### src/rtl/inc_arbiter_pkg.sv
// ---------------------------------------------------------------------------
// inc_arbiter_pkg
// Shared definitions for the two-requester increment/load arbiter:
//   - state_e       : arbiter FSM states (idle, grant, exec, gap)
//   - OP_INC/OP_LOAD: per-requester operation encoding on op[i]
//   - DEFAULT_WIDTH : default width of the shared count register
//   - GAP_CNT_W     : width of the post-commit idle-gap counter (GAP 0..15)
// ---------------------------------------------------------------------------
package inc_arbiter_pkg;

    typedef enum logic [1:0] {
        S_IDLE  = 2'd0,
        S_GRANT = 2'd1,
        S_EXEC  = 2'd2,
        S_GAP   = 2'd3
    } state_e;

    localparam logic OP_INC  = 1'b0;
    localparam logic OP_LOAD = 1'b1;

    localparam int DEFAULT_WIDTH = 13;
    localparam int GAP_CNT_W     = 4;

endpackage

### src/rtl/inc_arbiter_rr_pick2.sv
// ---------------------------------------------------------------------------
// rr_pick2
// Two-way round-robin winner selection (purely combinational).
// Ports:
//   req  [1:0] : level requests
//   last       : index of the requester served last
//   win  [1:0] : one-hot winner, zero when no request is present
// A lone request always wins; on contention the requester that was not
// served last wins.
// ---------------------------------------------------------------------------
module rr_pick2 (
    input  logic [1:0] req,
    input  logic       last,
    output logic [1:0] win
);

    always_comb begin
        win = 2'b00;
        case (req)
            2'b01:   win = 2'b01;
            2'b10:   win = 2'b10;
            2'b11:   win = last ? 2'b01 : 2'b10;
            default: win = 2'b00;
        endcase
    end

endmodule

### src/rtl/inc_arbiter.sv
// ---------------------------------------------------------------------------
// inc_arbiter
// Round-robin arbiter letting two requesters increment or load one shared
// count register. Each accepted request runs IDLE -> GRANT -> EXEC, then
// GAP idle cycles before the next arbitration.
// Parameters:
//   WIDTH : width of the shared count register
//   GAP   : idle cycles after each commit (0..15)
// Ports:
//   n0        : clock, rising edge
//   n1        : synchronous active-high reset
//   req  [1:0]: level requests
//   op   [1:0]: per-requester operation (OP_INC / OP_LOAD)
//   ld_a, ld_b: load values for requester 0 / 1
//   gnt  [1:0]: one-hot grant, high only in GRANT
//   done      : one-cycle pulse in the cycle after a commit (EXEC)
//   cnt       : shared count register
//   busy      : high in every state except IDLE
// Build option: define INC_ARBITER_SAT_EN to make increments saturate at
// all-ones instead of wrapping to zero.
// ---------------------------------------------------------------------------
module inc_arbiter
    import inc_arbiter_pkg::*;
#(
    parameter int WIDTH = DEFAULT_WIDTH,
    parameter int GAP   = 2
) (
    input  logic             n0,
    input  logic             n1,
    input  logic [1:0]       req,
    input  logic [1:0]       op,
    input  logic [WIDTH-1:0] ld_a,
    input  logic [WIDTH-1:0] ld_b,
    output logic [1:0]       gnt,
    output logic             done,
    output logic [WIDTH-1:0] cnt,
    output logic             busy
);

    localparam logic [WIDTH-1:0]     ONE      = WIDTH'(1);
    localparam logic [GAP_CNT_W-1:0] GAP_LAST = GAP_CNT_W'((GAP > 0) ? GAP - 1 : 0);

    state_e                 state_q, state_d;
    logic [WIDTH-1:0]       cnt_q, cnt_d;
    logic [1:0]             winner_q, winner_d;
    logic                   ptr_q, ptr_d;     // index of requester served last
    logic [GAP_CNT_W-1:0]   gap_q, gap_d;

    logic [1:0]             pick;
    logic                   sel_op;
    logic [WIDTH-1:0]       sel_ld;
    logic [WIDTH-1:0]       inc_val;

    rr_pick2 u_pick (
        .req  (req),
        .last (ptr_q),
        .win  (pick)
    );

    // Operation and load data come from whoever holds the grant.
    assign sel_op = winner_q[1] ? op[1] : op[0];
    assign sel_ld = winner_q[1] ? ld_b  : ld_a;

`ifdef INC_ARBITER_SAT_EN
    localparam logic [WIDTH-1:0] CNT_MAX = '1;
    assign inc_val = (cnt_q == CNT_MAX) ? cnt_q : cnt_q + ONE;
`else
    assign inc_val = cnt_q + ONE;
`endif

    always_comb begin
        // NOTE: every target gets a default first so no path can infer a latch.
        state_d  = state_q;
        cnt_d    = cnt_q;
        winner_d = winner_q;
        ptr_d    = ptr_q;
        gap_d    = gap_q;

        case (state_q)
            S_IDLE: begin
                if (|req) begin
                    winner_d = pick;
                    state_d  = S_GRANT;
                end
            end
            S_GRANT: begin
                // Only the winner's request matters; the loser waits for IDLE.
                if (|(req & winner_q)) begin
                    state_d = S_EXEC;
                    ptr_d   = winner_q[1];
                    cnt_d   = (sel_op == OP_INC) ? inc_val : sel_ld;
                end else begin
                    state_d = S_IDLE;
                end
            end
            S_EXEC: begin
                if (GAP == 0) begin
                    state_d = S_IDLE;
                end else begin
                    state_d = S_GAP;
                    gap_d   = GAP_LAST;
                end
            end
            S_GAP: begin
                if (gap_q == '0) begin
                    state_d = S_IDLE;
                end else begin
                    gap_d = gap_q - 1'b1;
                end
            end
            default: state_d = S_IDLE;
        endcase
    end

    always_ff @(posedge n0) begin
        // NOTE: state registers use non-blocking assignments so every flop
        // samples the pre-edge values regardless of statement order.
        if (n1) begin
            state_q  <= S_IDLE;
            cnt_q    <= '0;
            winner_q <= 2'b00;
            ptr_q    <= 1'b1;   // requester 0 wins the first contested grant
            gap_q    <= '0;
        end else begin
            state_q  <= state_d;
            cnt_q    <= cnt_d;
            winner_q <= winner_d;
            ptr_q    <= ptr_d;
            gap_q    <= gap_d;
        end
    end

    assign gnt  = (state_q == S_GRANT) ? winner_q : 2'b00;
    assign done = (state_q == S_EXEC);
    assign busy = (state_q != S_IDLE);
    assign cnt  = cnt_q;

endmodule

### config.mk
export PLATFORM = sky130hd
export DESIGN_NAME = inc_arbiter
export DESIGN_NICKNAME = d
export VERILOG_FILES = /design/src/rtl/inc_arbiter_pkg.sv /design/src/rtl/inc_arbiter_rr_pick2.sv /design/src/rtl/inc_arbiter.sv
export SDC_FILE = /design/constraint.sdc
export NUM_CORES = 1
export LEC_CHECK = 0
export ABC_AREA = 1
export CAP_MARGIN = 15
export CORE_ASPECT_RATIO = 0.8
export CORE_MARGIN = 4
export CORE_UTILIZATION = 41
export CTS_CLUSTER_DIAMETER = 40
export DETAILED_ROUTE_END_ITERATION = 8
export PLACE_DENSITY = 0.87
export SETUP_SLACK_MARGIN = 0.4
export SKIP_CTS_REPAIR_TIMING = 1
export SLEW_MARGIN = 5
export SYNTH_ARGS = -nofsm -noshare
export SYNTH_HDL_FRONTEND = slang
export SYNTH_SLANG_ARGS = --single-unit
### constraint.sdc
create_clock -name n0 -period 1.1 [get_ports n0]
set_input_delay 0.165 -clock n0 [delete_from_list [all_inputs] [get_ports n0]]
set_output_delay 0.165 -clock n0 [all_outputs]
set_load 0.01 [all_outputs]
* Yosys cells after proc, flatten, opt, wreduce, memory -nomap -nowiden *
Cells that the tools add are included.

storage, ports and cells
  register bits = 22
  output and inout port bits = 17
  input bits = 32

operators by class
  reduce and logical (&&, ||, !) cells = 10
  add/subtract/negate cells = 2
  equal/unequal tests = 9
  mux-type cells = 12
  bitwise operators = 1

operators by type and width
  cell                                              count
  2-to-1 mux 13 bit                                 2
  adder 13 x 1 -> 13 bit, second input constant     1
  2-to-1 mux 2 bit                                  5
  == test 2 bit, second input constant              4
  one-hot mux 2 bit (4 select lines)                1
  one-hot mux 4 bit (2 select lines)                1
  AND reduction 2 bit                               4
  != test 2 bit, second input constant              3
  one-hot mux 2 bit (3 select lines)                1
  == test 2 x 1 -> 1 bit, second input constant     2
  zero test 4 bit                                   1
  2-to-1 mux 4 bit                                  1
  nonzero test 2 bit                                2
  OR reduction 2 bit                                2
  subtractor 4 x 1 -> 4 bit, second input constant  1
  AND 2 bit                                         1
  zero test 2 bit                                   1
  2-to-1 mux 1 bit                                  1

* Longest topological paths before layout *
  word-level depth = 4
  depth in mapped cells = 9
  depth with buffers taken out = 9

* Cells and area by module *
Synthesis repeated with hierarchy kept, for this count alone.

second synthesis, totals
  cells, all modules = 243
  area, all modules = 1524.0 um2

by module, submodules not included
  module       cells each  instances  area an instance (um2)  seq. area each (um2)
  inc_arbiter  238         1          1502.7                  440.4
  rr_pick2     5           1          21.3                    0.0

* Worst setup path after synthesis *
No wires, ideal clock.

  kind = reg-to-reg
  start = register cnt_q[1], in the netlist cnt[1]
  end = register cnt_q[8], in the netlist cnt[8]
  path slack = -0.239 ns
  stages on the path, launching flop included = 9
  arrival = 1.225 ns
  path buffers = 0
  data required time = 0.986 ns
  setup time = 0.114 ns
  path through = dfxtp_1 > ha_1 > nand2_1 > nor2_1 > nand2_1 > inv_1 > nand3_1 > a21oi_1 > nor2_1

between the ends
  cells in the longest elaborated chain, start to end = 2

ends and longest elaborated chain
  what                      RTL line            RTL
  start: declaration        inc_arbiter.sv:44   logic [WIDTH-1:0] cnt_q, cnt_d;
  start signal: assignment  inc_arbiter.sv:126  cnt_q <= cnt_d;
  adder 13 x 1 -> 13 bit    inc_arbiter.sv:68   assign inc_val = cnt_q + ONE;
  2-to-1 mux 13 bit         inc_arbiter.sv:91   cnt_d = (sel_op == OP_INC) ? inc_val : sel_ld;

Every way passes these cells.
A chain may end at the register's enable or synchronous reset.

* Worst setup path after layout *
  start = register winner_q[1]
  end = register cnt_q[4], in the netlist cnt[4]

between the ends
  cells in the longest elaborated chain, start to end = 3
  elaborated cells on any way between the ends = 6
  classes of those cells = mux (3); bitwise (1); reduce/logical (2)

ends and longest elaborated chain
  what                           RTL line            RTL
  start: declaration             inc_arbiter.sv:45   logic [1:0] winner_q, winner_d;
  start signal: assignment       inc_arbiter.sv:127  winner_q <= winner_d;
  AND 2 bit                      inc_arbiter.sv:88   if (|(req & winner_q)) begin
  OR reduction 2 bit             inc_arbiter.sv:88
  AND reduction 2 bit (no line)  n/a

Parallel ways exist; a longest one is shown, timed or not.

==> run_results.csv <==
group,metric,value,unit
finish,antenna_cells,0,
timing,finClkSkew,0.007474,ns
timing,fmax,0.7350,GHz
die,die_h,61.83,um
die,die_area,4655,sq um
finish,final_layout_size_suffix_gt1_share,43.67,%
global_route,grt_pass1_wl,7417,um
clocking,cts-htree-levels,1,
synth,syn_nets,276,
clocking,cts_tree,"done",
clocking,cts_sinks,22,
die,num_rows,19,
synth,yosysUniqueCellTypes,27,
worst_setup_path,cp_max_fo,7,
finish,nets,368,
drt,drtIter0Drc,134,
worst_setup_path,r2r_start,"winner_q[1]$_SDFFE_PP0P_",
worst_setup_path,slowest_stage,"dfxtp_4",
status,status,"complete, but fails checks",
power,leakagePower,1.222,nW
power,power.density,920.1,nW/um^2
drt,post_drt_wl_per_cell,17.73,um
finish,stdcell_area,2788,sq um
synth,synth_warnings,0,
synth,syn_area,1485,sq um
timing,max-slew-margin-rel,79.38,%
power,power.total,2.565,mW
global_route,grt_antenna_before_repair,0,
finish,areaGrowthSynthToFinish,87.70,%
place,port_buffers,48,
clocking,cts.clk_slew.worst_paths,0.09,ns
timing,setup_viol,25,
timing,slew_viol_final,0,
die,ios,49,
power,ir_drop,0.0007625,V
timing,min_period,1.360,ns
drt,vias,2103,
timing,rsz0062_at_grt,"yes",
timing,hold_violations,0,
clocking,cts_buffers,3,
hold_path,hold_path_startpoint,"gap_q[3]$_SDFFE_PP0P_",
synth,synth.yosys.seq_area_share,29.65,%
timing,finalSetupTns,-3.932,ns
flow_run,cap_violations,0,
worst_setup_path,reg2regPathDepth,9,
drt,via_per_inst,5.623,
worst_setup_path,reg2reg_to,"cnt[4]$_SDFFE_PP0P_",
drt,drc,0,
hold_path,holdPathEnd,"gap_q[3]$_SDFFE_PP0P_",
drt,drt_first_pass_iters,7,
drt,final_antenna_net_count,0,
hold_path,hold_depth,2,
clocking,clockBufferDepth,2,
place,gp_congestion,0.8779,
hold_path,worstHoldPathType,"reg -> reg",
worst_setup_path,end_kind,"flip-flop",
worst_setup_path,max_stage_delay,0.40,ns
drt,wl,6630,um
worst_setup_path,worst_ep_required_time,1.32,ns
worst_setup_path,crit_type,"reg -> reg",
worst_setup_path,worst_setup_path_start_kind,"flip-flop",
die,core-area,3447,sq um
synth,synth_cells,241,
global_route,grt_pass1_vias,1682,
clocking,insertion_delay,0.27,ns
timing,fin_crit_sh,123.7,%
finish,final_util,80.87,%
status,violations,"setup timing",
global_route,grt_usage,20.80,%
place,placed_area,2359,sq um
timing,worst_slack,-0.2605,ns
worst_setup_path,r2r_setup_slack,-0.26,ns
synth,syn-mean-instance-area,6.163,sq um
worst_setup_path,worstPathCellList,"buf_6, inv_6, o21ai_4, buf_6, clkbuf_16, nand3_1, nand3_1, nand2_1, inv_1",
die,die_w,75.29,um
synth,synth_seq_cells,22,
worst_setup_path,critPathArrivalTime,1.58,ns
timing,worstMarginPinSlew,0.3061,ns
clocking,cts_root_buffer,"clkbuf_8",
global_route,grt_max_degree,17,
die,initial_utilization,43.09,%
place,hpwl,3683,um
global_route,grt.overflow.total,0,
-- layout make-up --
class | instances | area, sq um
Inverter | 28 | 120.1
Clock buffer | 3 | 41.29
Clock inverter | 1 | 30.03
Multi-Input combinational cell | 183 | 1126
Tap cell | 42 | 52.55
Sequential cell | 22 | 479.2
Fill cell | 205 | 659.4
Timing Repair Buffer | 95 | 938.4
-- critical path, delay by kind of cell (launching register included) --
| kind | cells | cell delay (ns) |
|---|---|---|
| AND/OR/NAND/NOR | 3 | 0.23 |
| AO/OA/AOI/OAI | 1 | 0.19 |
| buffers and inverters | 5 | 0.47 |
| flip-flops | 1 | 0.40 |
-- power by group --
group          switching [mW]  internal (mW)
combinational           0.420          0.474
sequential             0.0568          0.831
clock                   0.296          0.487
total                   0.773           1.79
-- synth_stat cells --
cell type	n	area share [%]
nand2_1	76	19
nor2_1	31	7.8
inv_1	25	6.3
dfxtp_1	22	30
a21oi_1	19	6.4
o21ai_0	17	5.7
nand3_1	16	5.4
xor2_1	4	2.4
buf_2	3	1.0
buf_6	3	2.3
ha_1	3	2.5
o211ai_1	3	1.5
buf_4	2	1.0
inv_2	2	0.51
nand4_1	2	0.84
o22ai_1	2	0.84
a21oi_2	1	0.59
a21oi_4	1	1.1
a31oi_1	1	0.42
inv_4	1	0.42
nand2_2	1	0.42
nor3_1	1	0.34
o211a_1	1	0.67
o21ai_2	1	0.59
o21ai_4	1	1.1
o21bai_1	1	0.51
or2_2	1	0.42
-- metrics by stage --
step / hold slack, ns / instances / setup slack [ns]
floorplan: 0.2267 / 241 / -0.08077
global placement: 0.4744 / 359 / -0.3910
detailed placement: 0.4823 / 359 / -0.4016
CTS: 0.4958 / 363 / -0.4676
global route: 0.5311 / 374 / -0.3173
finish: 0.5226 / 374 / -0.2605
-- per-layer routing --
metal | global-route usage [%] | wire, um | share of wire, % | up-vias
met5 | 0 | 0 | 0 | -
met4 | 6.983 | 204 | 3.1 | 0
met3 | 4.984 | 649 | 9.8 | 21
met2 | 35.79 | 3243 | 49 | 154
met1 | 25.70 | 2533 | 38 | 969
li1 | - | - | - | 959
-- registers in the layout (all words and copies together), names as in the netlist, named ones only --
| signal | flops |
|---|---|
| gap_q | 4 |
| winner_q | 2 |
| cnt | 13 |
| ptr_q | 1 |
| state_q | 1 |
-- worst max-delay path by stage --
stage	slack [ns]	startpoint	cells past startpoint	end
after global routing	-0.32	winner_q[1]$_SDFFE_PP0P_	7	cnt[9]$_SDFFE_PP0P_
final	-0.26	winner_q[1]$_SDFFE_PP0P_	9	cnt[4]$_SDFFE_PP0P_
after global placement	-0.39	op[1]	7	cnt[10]$_SDFFE_PP0P_
after detailed placement	-0.40	req[0]	8	cnt[10]$_SDFFE_PP0P_
after floorplan	-0.08	winner_q[1]$_SDFFE_PP0P_	7	cnt[11]$_SDFFE_PP0P_
after CTS	-0.47	flip-flop	4	gnt[0]
-- cells by family after synthesis --
family	after synthesis	share of synthesized area, %
and+or+nand+nor	128	34.46
adders and majority gates	3	2.528
AOI/OAI and AO/OA	48	19.46
DFF	22	29.65
buffers and inverters	36	11.54
xor gates and xnor gates	4	2.359
-- cells in the final DEF, fill, tap and decap left out, types with 3 or more instances in the layout --
| cell type | Yosys | layout |
|---|---|---|
| o211ai_1 | 3 | 3 |
| nor2_1 | 31 | 25 |
| xor2_1 | 4 | 4 |
| inv_2 | 2 | 5 |
| inv_1 | 25 | 18 |
| o21ai_1 | 0 | 6 |
| nand3_1 | 16 | 12 |
| nand3_2 | 0 | 3 |
| a21oi_2 | 1 | 10 |
| dfxtp_4 | 0 | 7 |
| dfxtp_2 | 0 | 10 |
| clkbuf_2 | 0 | 5 |
| ha_4 | 0 | 3 |
| nand2_1 | 76 | 62 |
| o21ai_2 | 1 | 6 |
| nor2_2 | 0 | 3 |
| buf_12 | 0 | 4 |
| nand2_4 | 0 | 7 |
| nor2_4 | 0 | 3 |
| nand2_2 | 1 | 8 |
| buf_4 | 2 | 31 |
| a21oi_1 | 19 | 10 |
| buf_6 | 3 | 18 |
| clkbuf_8 | 0 | 3 |
| dfxtp_1 | 22 | 5 |
| o21ai_0 | 17 | 5 |
| clkdlybuf4s50_1 | 0 | 31 |
| inv_4 | 1 | 4 |
Note: power is estimated with default switching activity, not from simulation.
